`src/rtl/msg_rom_pkg.sv`:
```
// ----------------------------------------------------------------------------
// msg_rom_pkg
// Shared definitions for the UART debug message source: sequencer state
// encoding, the pad character, the default message text and the per-message
// length table. Also provides helpers that map a flat ROM address to its
// stored character.
// ----------------------------------------------------------------------------
package msg_rom_pkg;

    typedef enum logic [1:0] {
        IDLE  = 2'd0,
        FETCH = 2'd1,
        SEND  = 2'd2
    } state_t;

    localparam logic [7:0] PAD_CHAR = 8'h20;

    localparam int DEF_MSG_COUNT = 3;
    localparam int DEF_MSG_LEN   = 4;

    // " 0\n\r", " 1\n\r", " X\n\r"
    localparam logic [7:0] MSG_DATA [DEF_MSG_COUNT*DEF_MSG_LEN] = '{
        8'h20, 8'h30, 8'h0A, 8'h0D,
        8'h20, 8'h31, 8'h0A, 8'h0D,
        8'h20, 8'h58, 8'h0A, 8'h0D
    };

    localparam int MSG_LENS [DEF_MSG_COUNT] = '{4, 4, 4};

    // Effective length of a message, clamped to 1..max_len. Messages beyond
    // the default table use the full slot.
    function automatic int msg_len_of(input int sel, input int max_len);
        int len;
        len = max_len;
        if (sel >= 0 && sel < DEF_MSG_COUNT) len = MSG_LENS[sel];
        if (len > max_len) len = max_len;
        if (len < 1) len = 1;
        return len;
    endfunction

    // True when the flat address falls on a stored (non-pad) character.
    function automatic logic slot_used(input int addr, input int max_len);
        int msg;
        int off;
        msg = addr / max_len;
        off = addr % max_len;
        return (msg < DEF_MSG_COUNT) && (off < DEF_MSG_LEN) &&
               (off < msg_len_of(msg, max_len));
    endfunction

    function automatic logic [7:0] slot_char(input int addr, input int max_len);
        int msg;
        int off;
        logic [7:0] ch;
        msg = addr / max_len;
        off = addr % max_len;
        ch  = 8'h00;
        if (slot_used(addr, max_len)) ch = MSG_DATA[msg*DEF_MSG_LEN + off];
        return ch;
    endfunction

endpackage

```
`src/rtl/message_seq_rom_if.sv`:
```
// ----------------------------------------------------------------------------
// message_seq_rom_if
// Byte stream handshake between the message source and the UART TX
// serialiser. A transfer occurs on a rising edge with tx_valid && tx_ready.
//   tx_data  : character being offered
//   tx_valid : tx_data is valid
//   tx_ready : sink accepts the character
// ----------------------------------------------------------------------------
interface message_seq_rom_if #(
    parameter int WIDTH = 8
);
    logic [WIDTH-1:0] tx_data;
    logic             tx_valid;
    logic             tx_ready;

    modport master (output tx_data, output tx_valid, input tx_ready);
    modport slave  (input tx_data, input tx_valid, output tx_ready);
endinterface

```
`src/rtl/msg_rom_store.sv`:
```
// ----------------------------------------------------------------------------
// msg_rom_store
// Synchronous message ROM with a registered read (one cycle latency).
// Addresses outside the array, or past a message's length, return PAD_CHAR.
//   clk  : clock
//   addr : flat address, message*MSG_LEN + byte index
//   data : character registered from addr on the previous rising edge
// ----------------------------------------------------------------------------
module msg_rom_store #(
    parameter int               WIDTH    = 8,
    parameter int               MSG_LEN  = 4,
    parameter int               DEPTH    = 12,
    parameter int               ADDR_W   = 4,
    parameter logic [WIDTH-1:0] PAD_CHAR = WIDTH'(msg_rom_pkg::PAD_CHAR)
) (
    input  logic              clk,
    input  logic [ADDR_W-1:0] addr,
    output logic [WIDTH-1:0]  data
);
    import msg_rom_pkg::*;

    logic [WIDTH-1:0] r_data;

    // No reset: the sequencer only exposes this value while it is in SEND.
    always_ff @(posedge clk) begin
        if (int'(addr) < DEPTH && slot_used(int'(addr), MSG_LEN))
            r_data <= WIDTH'(slot_char(int'(addr), MSG_LEN));
        else
            r_data <= PAD_CHAR;
    end

    assign data = r_data;

endmodule

```
`src/rtl/message_seq_rom.sv`:
```
// ----------------------------------------------------------------------------
// message_seq_rom
// Streams one of MSG_COUNT stored ASCII messages to the UART TX serialiser.
// A start pulse in IDLE picks the message; each byte is fetched from the ROM
// (FETCH) and then offered until accepted (SEND). Optional repeat restarts the
// message at its end; abort returns to IDLE without a done pulse.
//   clk       : clock, all state on rising edge
//   rst_n     : asynchronous active-low reset
//   start     : request, sampled only in IDLE
//   msg_sel   : message index, sampled with start
//   repeat_en : restart the message when its final byte transfers
//   abort     : end the current message, return to IDLE
//   tx        : byte stream master (tx_data / tx_valid / tx_ready)
//   busy      : high whenever not IDLE
//   done      : one-cycle pulse after the final byte of a non-repeated message
//   err       : one-cycle pulse after a start with msg_sel >= MSG_COUNT
// ----------------------------------------------------------------------------
module message_seq_rom #(
    parameter int               WIDTH     = 8,
    parameter int               MSG_COUNT = 3,
    parameter int               MSG_LEN   = 4,
    parameter logic [WIDTH-1:0] PAD_CHAR  = WIDTH'(msg_rom_pkg::PAD_CHAR),
    localparam int              SEL_W     = (MSG_COUNT > 1) ? $clog2(MSG_COUNT) : 1
) (
    input  logic             clk,
    input  logic             rst_n,
    input  logic             start,
    input  logic [SEL_W-1:0] msg_sel,
    input  logic             repeat_en,
    input  logic             abort,
    message_seq_rom_if.master tx,
    output logic             busy,
    output logic             done,
    output logic             err
);
    import msg_rom_pkg::*;

    localparam int DEPTH  = MSG_COUNT * MSG_LEN;
    localparam int ADDR_W = (DEPTH > 1) ? $clog2(DEPTH) : 1;
    localparam int IDX_W  = (MSG_LEN > 1) ? $clog2(MSG_LEN) : 1;

    state_t           r_state, w_state_nxt;
    logic [SEL_W-1:0] r_sel, w_sel_nxt;
    logic [IDX_W-1:0] r_idx, w_idx_nxt;
    logic             r_done, w_done_nxt;
    logic             r_err, w_err_nxt;

    logic [IDX_W-1:0] w_last_idx;
    logic [31:0]      w_addr_full;
    logic [ADDR_W-1:0] w_addr;
    logic [WIDTH-1:0] w_rom_data;
    logic             w_valid;
    logic             w_hs;

    assign w_last_idx  = IDX_W'(msg_len_of(int'(r_sel), MSG_LEN) - 1);
    assign w_addr_full = 32'(r_sel) * 32'(MSG_LEN) + 32'(r_idx);
    assign w_addr      = w_addr_full[ADDR_W-1:0];

    msg_rom_store #(
        .WIDTH    (WIDTH),
        .MSG_LEN  (MSG_LEN),
        .DEPTH    (DEPTH),
        .ADDR_W   (ADDR_W),
        .PAD_CHAR (PAD_CHAR)
    ) u_rom (
        .clk  (clk),
        .addr (w_addr),
        .data (w_rom_data)
    );

    assign w_valid = (r_state == SEND);
    assign w_hs    = w_valid && tx.tx_ready;

    always_comb begin
        w_state_nxt = r_state;
        w_sel_nxt   = r_sel;
        w_idx_nxt   = r_idx;
        w_done_nxt  = 1'b0;
        w_err_nxt   = 1'b0;
        case (r_state)
            IDLE: begin
                if (start) begin
                    if (int'(msg_sel) < MSG_COUNT) begin
                        w_sel_nxt   = msg_sel;
                        w_idx_nxt   = '0;
                        w_state_nxt = FETCH;
                    end else begin
                        w_err_nxt = 1'b1;
                    end
                end
            end
            FETCH: begin
                w_state_nxt = abort ? IDLE : SEND;
            end
            SEND: begin
                // Abort wins over everything; a coincident handshake still
                // consumes the byte on the sink side.
                if (abort) begin
                    w_state_nxt = IDLE;
                end else if (w_hs) begin
                    if (r_idx != w_last_idx) begin
                        w_idx_nxt   = r_idx + IDX_W'(1);
                        w_state_nxt = FETCH;
                    end else if (repeat_en) begin
                        w_idx_nxt   = '0;
                        w_state_nxt = FETCH;
                    end else begin
                        w_done_nxt  = 1'b1;
                        w_state_nxt = IDLE;
                    end
                end
            end
            default: w_state_nxt = IDLE;
        endcase
    end

    always_ff @(posedge clk or negedge rst_n) begin
        if (!rst_n) begin
            r_state <= IDLE;
            r_sel   <= '0;
            r_idx   <= '0;
            r_done  <= 1'b0;
            r_err   <= 1'b0;
        end else begin
            r_state <= w_state_nxt;
            r_sel   <= w_sel_nxt;
            r_idx   <= w_idx_nxt;
            r_done  <= w_done_nxt;
            r_err   <= w_err_nxt;
        end
    end

    // Data is forced to zero outside SEND so reset clears it immediately
    // without needing a reset on the ROM output register.
    assign tx.tx_valid = w_valid;
    assign tx.tx_data  = w_valid ? w_rom_data : '0;
    assign busy        = (r_state != IDLE);
    assign done        = r_done;
    assign err         = r_err;

endmodule
```
`src/flat_wrapper.sv`:
```
// flat-port wrapper written by rule: the top's interface ports become plain ports
module message_seq_rom_flat import msg_rom_pkg::*;
#(
    parameter int               WIDTH     = 8,
    parameter int               MSG_COUNT = 3,
    parameter int               MSG_LEN   = 4,
    parameter logic [WIDTH-1:0] PAD_CHAR  = WIDTH'(msg_rom_pkg::PAD_CHAR),
    localparam int              SEL_W     = (MSG_COUNT > 1) ? $clog2(MSG_COUNT) : 1
)
  (clk, rst_n, start, msg_sel, repeat_en, abort, busy, done, err, tx_tx_data, tx_tx_valid, tx_tx_ready);
  message_seq_rom_if #(.WIDTH(WIDTH)) tx_i ();
  input  logic clk;
  input  logic rst_n;
  input  logic start;
  input  logic [SEL_W-1:0] msg_sel;
  input  logic repeat_en;
  input  logic abort;
  output logic busy;
  output logic done;
  output logic err;
  output wire logic [$bits(tx_i.tx_data)-1:0] tx_tx_data;
  output wire logic [$bits(tx_i.tx_valid)-1:0] tx_tx_valid;
  input wire logic [$bits(tx_i.tx_ready)-1:0] tx_tx_ready;
  assign tx_tx_data = tx_i.tx_data;
  assign tx_tx_valid = tx_i.tx_valid;
  assign tx_i.tx_ready = tx_tx_ready;
  message_seq_rom #(.WIDTH(WIDTH), .MSG_COUNT(MSG_COUNT), .MSG_LEN(MSG_LEN), .PAD_CHAR(PAD_CHAR)) u_core (.clk(clk), .rst_n(rst_n), .start(start), .msg_sel(msg_sel), .repeat_en(repeat_en), .abort(abort), .tx(tx_i), .busy(busy), .done(done), .err(err));
endmodule
```
`config.mk`:
```
export PLATFORM = sky130hd
export DESIGN_NAME = message_seq_rom_flat
export DESIGN_NICKNAME = d
export VERILOG_FILES = /design/src/rtl/msg_rom_pkg.sv /design/src/rtl/message_seq_rom_if.sv /design/src/rtl/msg_rom_store.sv /design/src/rtl/message_seq_rom.sv /design/src/flat_wrapper.sv
export SDC_FILE = /design/constraint.sdc
export NUM_CORES = 1
export LEC_CHECK = 0
export ABC_AREA = 1
export CAP_MARGIN = 10
export CORE_MARGIN = 2
export CORE_UTILIZATION = 48
export CTS_CLUSTER_DIAMETER = 50
export CTS_CLUSTER_SIZE = 40
export DETAILED_ROUTE_END_ITERATION = 8
export PLACE_DENSITY = 0.8
export SLEW_MARGIN = 20
export SYNTH_ARGS = -nofsm -noshare
export SYNTH_HDL_FRONTEND = slang
export SYNTH_SLANG_ARGS = --single-unit
```
`constraint.sdc`:
```
create_clock -name clk -period 2.56 [get_ports clk]
set_input_delay 0.512 -clock clk [delete_from_list [all_inputs] [get_ports clk]]
set_output_delay 0.512 -clock clk [all_outputs]
set_load 0.01 [all_outputs]
```
==> flow_metrics.tcl, run 1 <==
set metrics [dict create \
    placed_cells 121 \
    clock_path_buffers 2 \
    crit_start "u_core.r_state[0]$_DFFE_PN0P_" \
    finalHoldViolCount 0 \
    gp_congestion 0.734 \
    cts_tree "done" \
    nNetsFinal 124 \
    leakagePower_nw 0.453 \
    routed_wl_mm 1.24 \
    wire_per_inst_microns 9.94 \
    fillerInstances 115 \
    dp_hpwl_mm 1.04 \
    syn_nets 102 \
    slowest_stage "clkdlybuf4s50_1" \
    synth_cell_types 17 \
    grt_overflow 0 \
    criticalPathCategory "flip-flop to output port" \
    drtAntennaViolNets 0 \
    diodes 0 \
    timing.critical_path.slowest_cell_delay_ns 0.54 \
    stdcell_count 125 \
    syn_area_per_cell_sq_um 7.94 \
    yosys-top-cells-area "dfrtp_1 (28%), dfxtp_1 (20%), inv_1 (12%)" \
    pre_cts_slack_ns 0.742 \
    vias 579 \
    fin_ws_ns 0.446 \
    h-tree-depth 1 \
    io_pins 20 \
    vias_per_cell 4.63 \
    holdBufCountCts 0 \
    drt-initial-drc-count 2 \
    clk_pin_slew_ns 0.09 \
    grt_pass1_wl_mm 2.35 \
    r2r_start "u_core.r_idx[0]$_DFFE_PN0P_" \
    die_x_microns 42.4 \
    fp.coreArea_sq_um 1330 \
    finClkSkew_ns 0.000755 \
    grt_max_degree 11 \
    dieArea_sq_um 1800 \
    clockPowerShare_pct 22.4 \
    min_path_type "primary input to asynchronous set/reset pin" \
    post_cts_buffers 0 \
    setup_tns_ns 0 \
    critPathMaxFanout 10 \
    drive_gt1_share_pct 8.18 \
    cts_root_buf "clkbuf_4" \
    synth_area_sq_um 707 \
    powerDensity_nw_per_um2 619 \
    post_cts_resized 0 \
    cp-end-kind "output port" \
    cts_sinks 15 \
    intPower_mw 0.391 \
    cp_data_required_time_ns 2.05 \
    ys_seq_elements 15 \
    cp.arrival_ns 1.60 \
    swShare_pct 31.8 \
    worstPathCellList "inv_1, nand2_2, nor2_1, clkdlybuf4s50_1" \
    status "finished, final reports clean" \
    start_util_pct 53.0 \
    synth_top_area_share_pct 28.3 \
    first_pass_iters 2 \
    synth_top_area_cell "dfrtp_1" \
    rr_worst_depth 6 \
    irDropWorstVdd_v 0.000390 \
    setup_viol 0 \
    p_comb_share_pct 25.4 \
    cap_violations 0 \
    port_buffers 18 \
    antenna_found_initial 0 \
    power_frac_seq_pct 52.1 \
    min_period_ns 2.11 \
    insertion_delay_ns 0.27 \
    die_h_microns 42.4 \
    start_kind "flip-flop" \
    switchingPower_mw 0.182 \
    cts_buffers 3 \
    area_delta_synth_final_pct 31.0 \
    grt_usage_pct 17.2 \
    drc_errors 0 \
    utilization_pct 69.4 \
    rsz0062_at_grt "false" \
    fmax_mhz 473 \
    grt_pass1_vias 581 \
    yosysSeqAreaShare_pct 48.1 \
    final.period_utilization_pct 82.6 \
    slew_viol_final 0 \
    yosysWarnings 0 \
    syn_inst 89 \
    row_count 13 \
    power.total_mw 0.573 \
]
[worst paths after layout]
check / end / slack [ns]
hold / removal: u_core.r_idx[0]$_DFFE_PN0P_ / 0.51
hold reg to reg: u_core.u_rom.data[6]$_SDFF_PP0_ / 0.52
setup / recovery: tx_tx_data[5] / 0.45
min in group clk: u_core.u_rom.data[6]$_SDFF_PP0_ / 0.52
max in group asynchronous: u_core.r_sel[0]$_DFFE_PN0P_ / 1.79
setup reg to reg: u_core.r_idx[1]$_DFFE_PN0P_ / 1.32
[metrics by stage]
step | hold slack [ns] | cell area, sq um
final | 0.509 | 926
after global routing | 0.518 | 926
after CTS | 0.516 | 926
after detailed placement | 0.514 | 898
after global placement | 0.499 | 898
after floorplan | 0.216 | 707
[critical path: cells and delay by family, from the launching register on]
| family | cells | cell delay (ns) |
|---|---|---|
| simple gates | 2 | 0.28 |
| buf+inv | 2 | 0.66 |
| flops | 1 | 0.39 |
[layout make-up]
class                      count  area, sq um  area share (%)
clock buffer                   3         22.5            2.43
multi-input combinational     50          273            29.5
tap                           15         18.8            2.03
clock inverter                 1         5.00           0.541
sequential                    15          340            36.8
timing repair buffer          18          180            19.5
inverter                      23         86.3            9.32
[cells by family after synthesis]
group / Yosys count / share of synthesized area [%]
DFF: 15 / 48.1
other: 1 / 0.530
and+or+nand+nor: 37 / 23.4
adders and majority gates: 5 / 8.85
AOI/OAI and AO/OA: 7 / 5.84
buffers and inverters: 24 / 13.3
[synthesized netlist by cell type]
| master | n |
|---|---|
| o31ai_1 | 1 |
| nor2_2 | 1 |
| dfrtp_1 | 8 |
| nand3_1 | 4 |
| ha_1 | 5 |
| o21ai_2 | 1 |
| nand3_2 | 2 |
| nor2_1 | 13 |
| nand2_2 | 1 |
| nor3_1 | 3 |
| buf_4 | 1 |
| o21ai_0 | 3 |
| inv_1 | 23 |
| nand2_1 | 13 |
| dfxtp_1 | 7 |
| a21oi_1 | 2 |
| conb_1 | 1 |
[layer usage]
metal	share of wire, %	GRT usage [%]	vias to the layer above
li1	-	-	305
met3	3.2	2.59	2
met5	0	0	-
met1	40	19.7	261
met4	1.7	7.50	0
met2	55	31.1	11
[layout by cell type, fill, tap and decap left out]
cell             count
nor2_2               1
nand2_1             13
a21oi_1              2
nand3_2              2
conb_1               1
ha_1                 5
clkdlybuf4s50_1     18
inv_1               23
nor3_1               3
nor2_1              13
nand3_1              4
clkinv_2             1
o21ai_0              3
dfxtp_1              7
nand2_2              1
dfrtp_1              8
o31ai_1              1
clkbuf_4             3
o21ai_2              1
[state kept, by name (all words and copies together), names as in the netlist]
| register | count |
|---|---|
| u_core.r_idx | 2 |
| u_core.u_rom.data | 7 |
| u_core.err | 1 |
| u_core.r_sel | 2 |
| u_core.r_state | 2 |
| u_core.done | 1 |
[power groups by stage]
stage / Sequential (mW) / Combinational, mW / Clock, mW
after floorplan: 0.298 / 0.0918 / 0
after global placement: 0.303 / 0.142 / 0
after detailed placement: 0.304 / 0.148 / 0
after CTS: 0.299 / 0.148 / 0.132
after global routing: 0.305 / 0.168 / 0.149
final: 0.299 / 0.146 / 0.129
(Power assumes the default switching activity.)
==> run 2, diff against run 1 <==
Settings changed: CORE_UTILIZATION 48 to 40, PLACE_DENSITY 0.8 to 0.72.
Clock period 2.56 ns to 1.7 ns, I/O delays scaled along.
==> flow_metrics.tcl, run 2 (synthesis gave the netlist of run 1 again) <==
set metrics [dict create \
    io_pins 20 \
    row_count 15 \
    slowest_stage "dfrtp_2" \
    fillerInstances 169 \
    antenna_found_initial 0 \
    cp_num_cells 4 \
    first_pass_iters 3 \
    finalHoldViolCount 0 \
    holdBufCountCts 0 \
    finClkSkew_ns 0.00422 \
    routed_wl_mm 1.25 \
    grt_max_degree 11 \
    wire_per_inst_microns 9.72 \
    cp.arrival_ns 1.30 \
    rsz0062_at_grt "false" \
    clk_pin_slew_ns 0.09 \
    drtAntennaViolNets 0 \
    die_x_microns 46.0 \
    min_period_ns 1.64 \
    cts_buffers 3 \
    criticalPathCategory "flip-flop to output port" \
    power.total_mw 0.889 \
    final.period_utilization_pct 96.7 \
    powerDensity_nw_per_um2 935 \
    reg2reg_setup_slack_ns 0.47 \
    critPathTopFamily "buffers and inverters" \
    start_util_pct 41.9 \
    port_buffers 18 \
    min_path_type "primary input to asynchronous set/reset pin" \
    worstPathCellList "buf_4, nand2_8, inv_1, dlygate4sd2_1" \
    fp.coreArea_sq_um 1690 \
    r2r_start "u_core.r_idx[0]$_DFFE_PN0P_" \
    grt_overflow 0 \
    nNetsFinal 126 \
    grt_pass1_wl_mm 2.17 \
    h-tree-depth 1 \
    crit_buf_inv 3 \
    dp_hpwl_microns 962 \
    drc_errors 0 \
    drt-initial-drc-count 4 \
    r2r_end "u_core.r_idx[0]$_DFFE_PN0P_" \
    status "finished, final reports clean" \
    rr_worst_depth 6 \
    mostFrequentLayoutCells "inv_1 (22), nor2_1 (13), nand2_1 (13)" \
    cts_sinks 15 \
    critPathMaxFanout 10 \
    slew_viol_final 0 \
    cp_data_required_time_ns 1.36 \
    leakagePower_nw 0.502 \
    cp-end-kind "output port" \
    regArea_sq_um 342 \
    area_delta_synth_final_pct 34.5 \
    clock_path_buffers 2 \
    cap_violations 0 \
    die_h_microns 46.0 \
    insertion_delay_ns 0.27 \
    drive_gt1_share_pct 10.7 \
    setup_viol 0 \
    grt_pass1_vias 570 \
    dieArea_sq_um 2120 \
    irDropWorstVdd_v 0.000507 \
    setup_tns_ns 0 \
    multi_input_area_sq_um 292 \
    crit_start "u_core.r_state[1]$_DFFE_PN0P_" \
    vias 579 \
    grt_usage_pct 14.8 \
    largest_reg_flops 7 \
    vias_per_cell 4.49 \
    cts_tree "done" \
    start_kind "flip-flop" \
    diodes 0 \
    fmax_mhz 608 \
    gp_congestion 0.718 \
    final_common_cell "inv_1" \
    cts_root_buf "clkbuf_4" \
    endpoint "tx_tx_valid" \
    timing.critical_path.slowest_cell_delay_ns 0.43 \
]
[run 2: cell types whose count changed in the layout (fill, tap and decap cells not counted), sizes merged]
cell	change
clkdlybuf4s50	-9
dlygate4sd2	+9
buf	+2
clkbuf	+1
clkinv	-1
[run 2: timing repair]
item,CTS,global route
setup endpoints to repair,9,8
resized for setup,13,1
setup buffers,1,1
[run 2: area by class of cell]
cell class                      instances  area share [%]
Sequential cell                        15            35.9
Multi-Input combinational cell         50            30.7
Timing Repair Buffer                   20            19.3
Inverter                               23            9.08
Clock buffer                            4            2.76
Tap cell                               17            2.24
[run 2: stage by stage]
stage,worst slack [ns],instance area [sq um],hold WS (ns),utilization [%],cells
6_report,0.0563,951,0.338,56.3,129
5_1_grt,0.00428,951,0.358,56.3,129
4_1_cts,0.0163,935,0.341,55.3,128
3_5_place_dp,0.0412,901,0.512,53.3,123
3_3_place_gp,0.0935,901,0.504,53.3,123
2_1_floorplan,0.596,707,0.0444,-,89
[run 2: how the worst min path moves through the flow]
stage / startpoint / endpoint / depth (start not counted)
global route: rst_n / u_core.r_state[0]$_DFFE_PN0P_ / 1
detailed placement: u_core.r_sel[1]$_DFFE_PN0P_ / u_core.u_rom.data[5]$_SDFF_PN1_ / 2
CTS: rst_n / u_core.r_idx[1]$_DFFE_PN0P_ / 1
floorplan: rst_n / u_core.done$_DFF_PN0_ / 0
global placement: u_core.r_sel[1]$_DFFE_PN0P_ / u_core.u_rom.data[5]$_SDFF_PN1_ / 2
finish: rst_n / u_core.r_state[0]$_DFFE_PN0P_ / 1
[run 2: where the power goes]
| part | leakage (nW) | total (mW) | internal [mW] | switching, mW |
|---|---|---|---|---|
| Sequential | 0.160 | 0.450 | 0.409 | 0.0411 |
| Clock | 0.0150 | 0.198 | 0.0908 | 0.107 |
| Combinational | 0.327 | 0.241 | 0.100 | 0.141 |
| Total | 0.502 | 0.889 | 0.600 | 0.289 |
[run 2: per-layer routing]
layer / wire (microns) / track usage, % / vias to the layer above
li1: - / - / 306
met1: 538 / 14.8 / 261
met2: 661 / 26.4 / 12
met3: 54 / 4.76 / 0
met4: 0 / 8.57 / 0
met5: 0 / 0 / -
==> run 3, diff against run 2 <==
Settings changed: CAP_MARGIN 10 to 20.
==> results of run 3 <==
No change in the layout: final DEF, timing and power equal those of run 2.
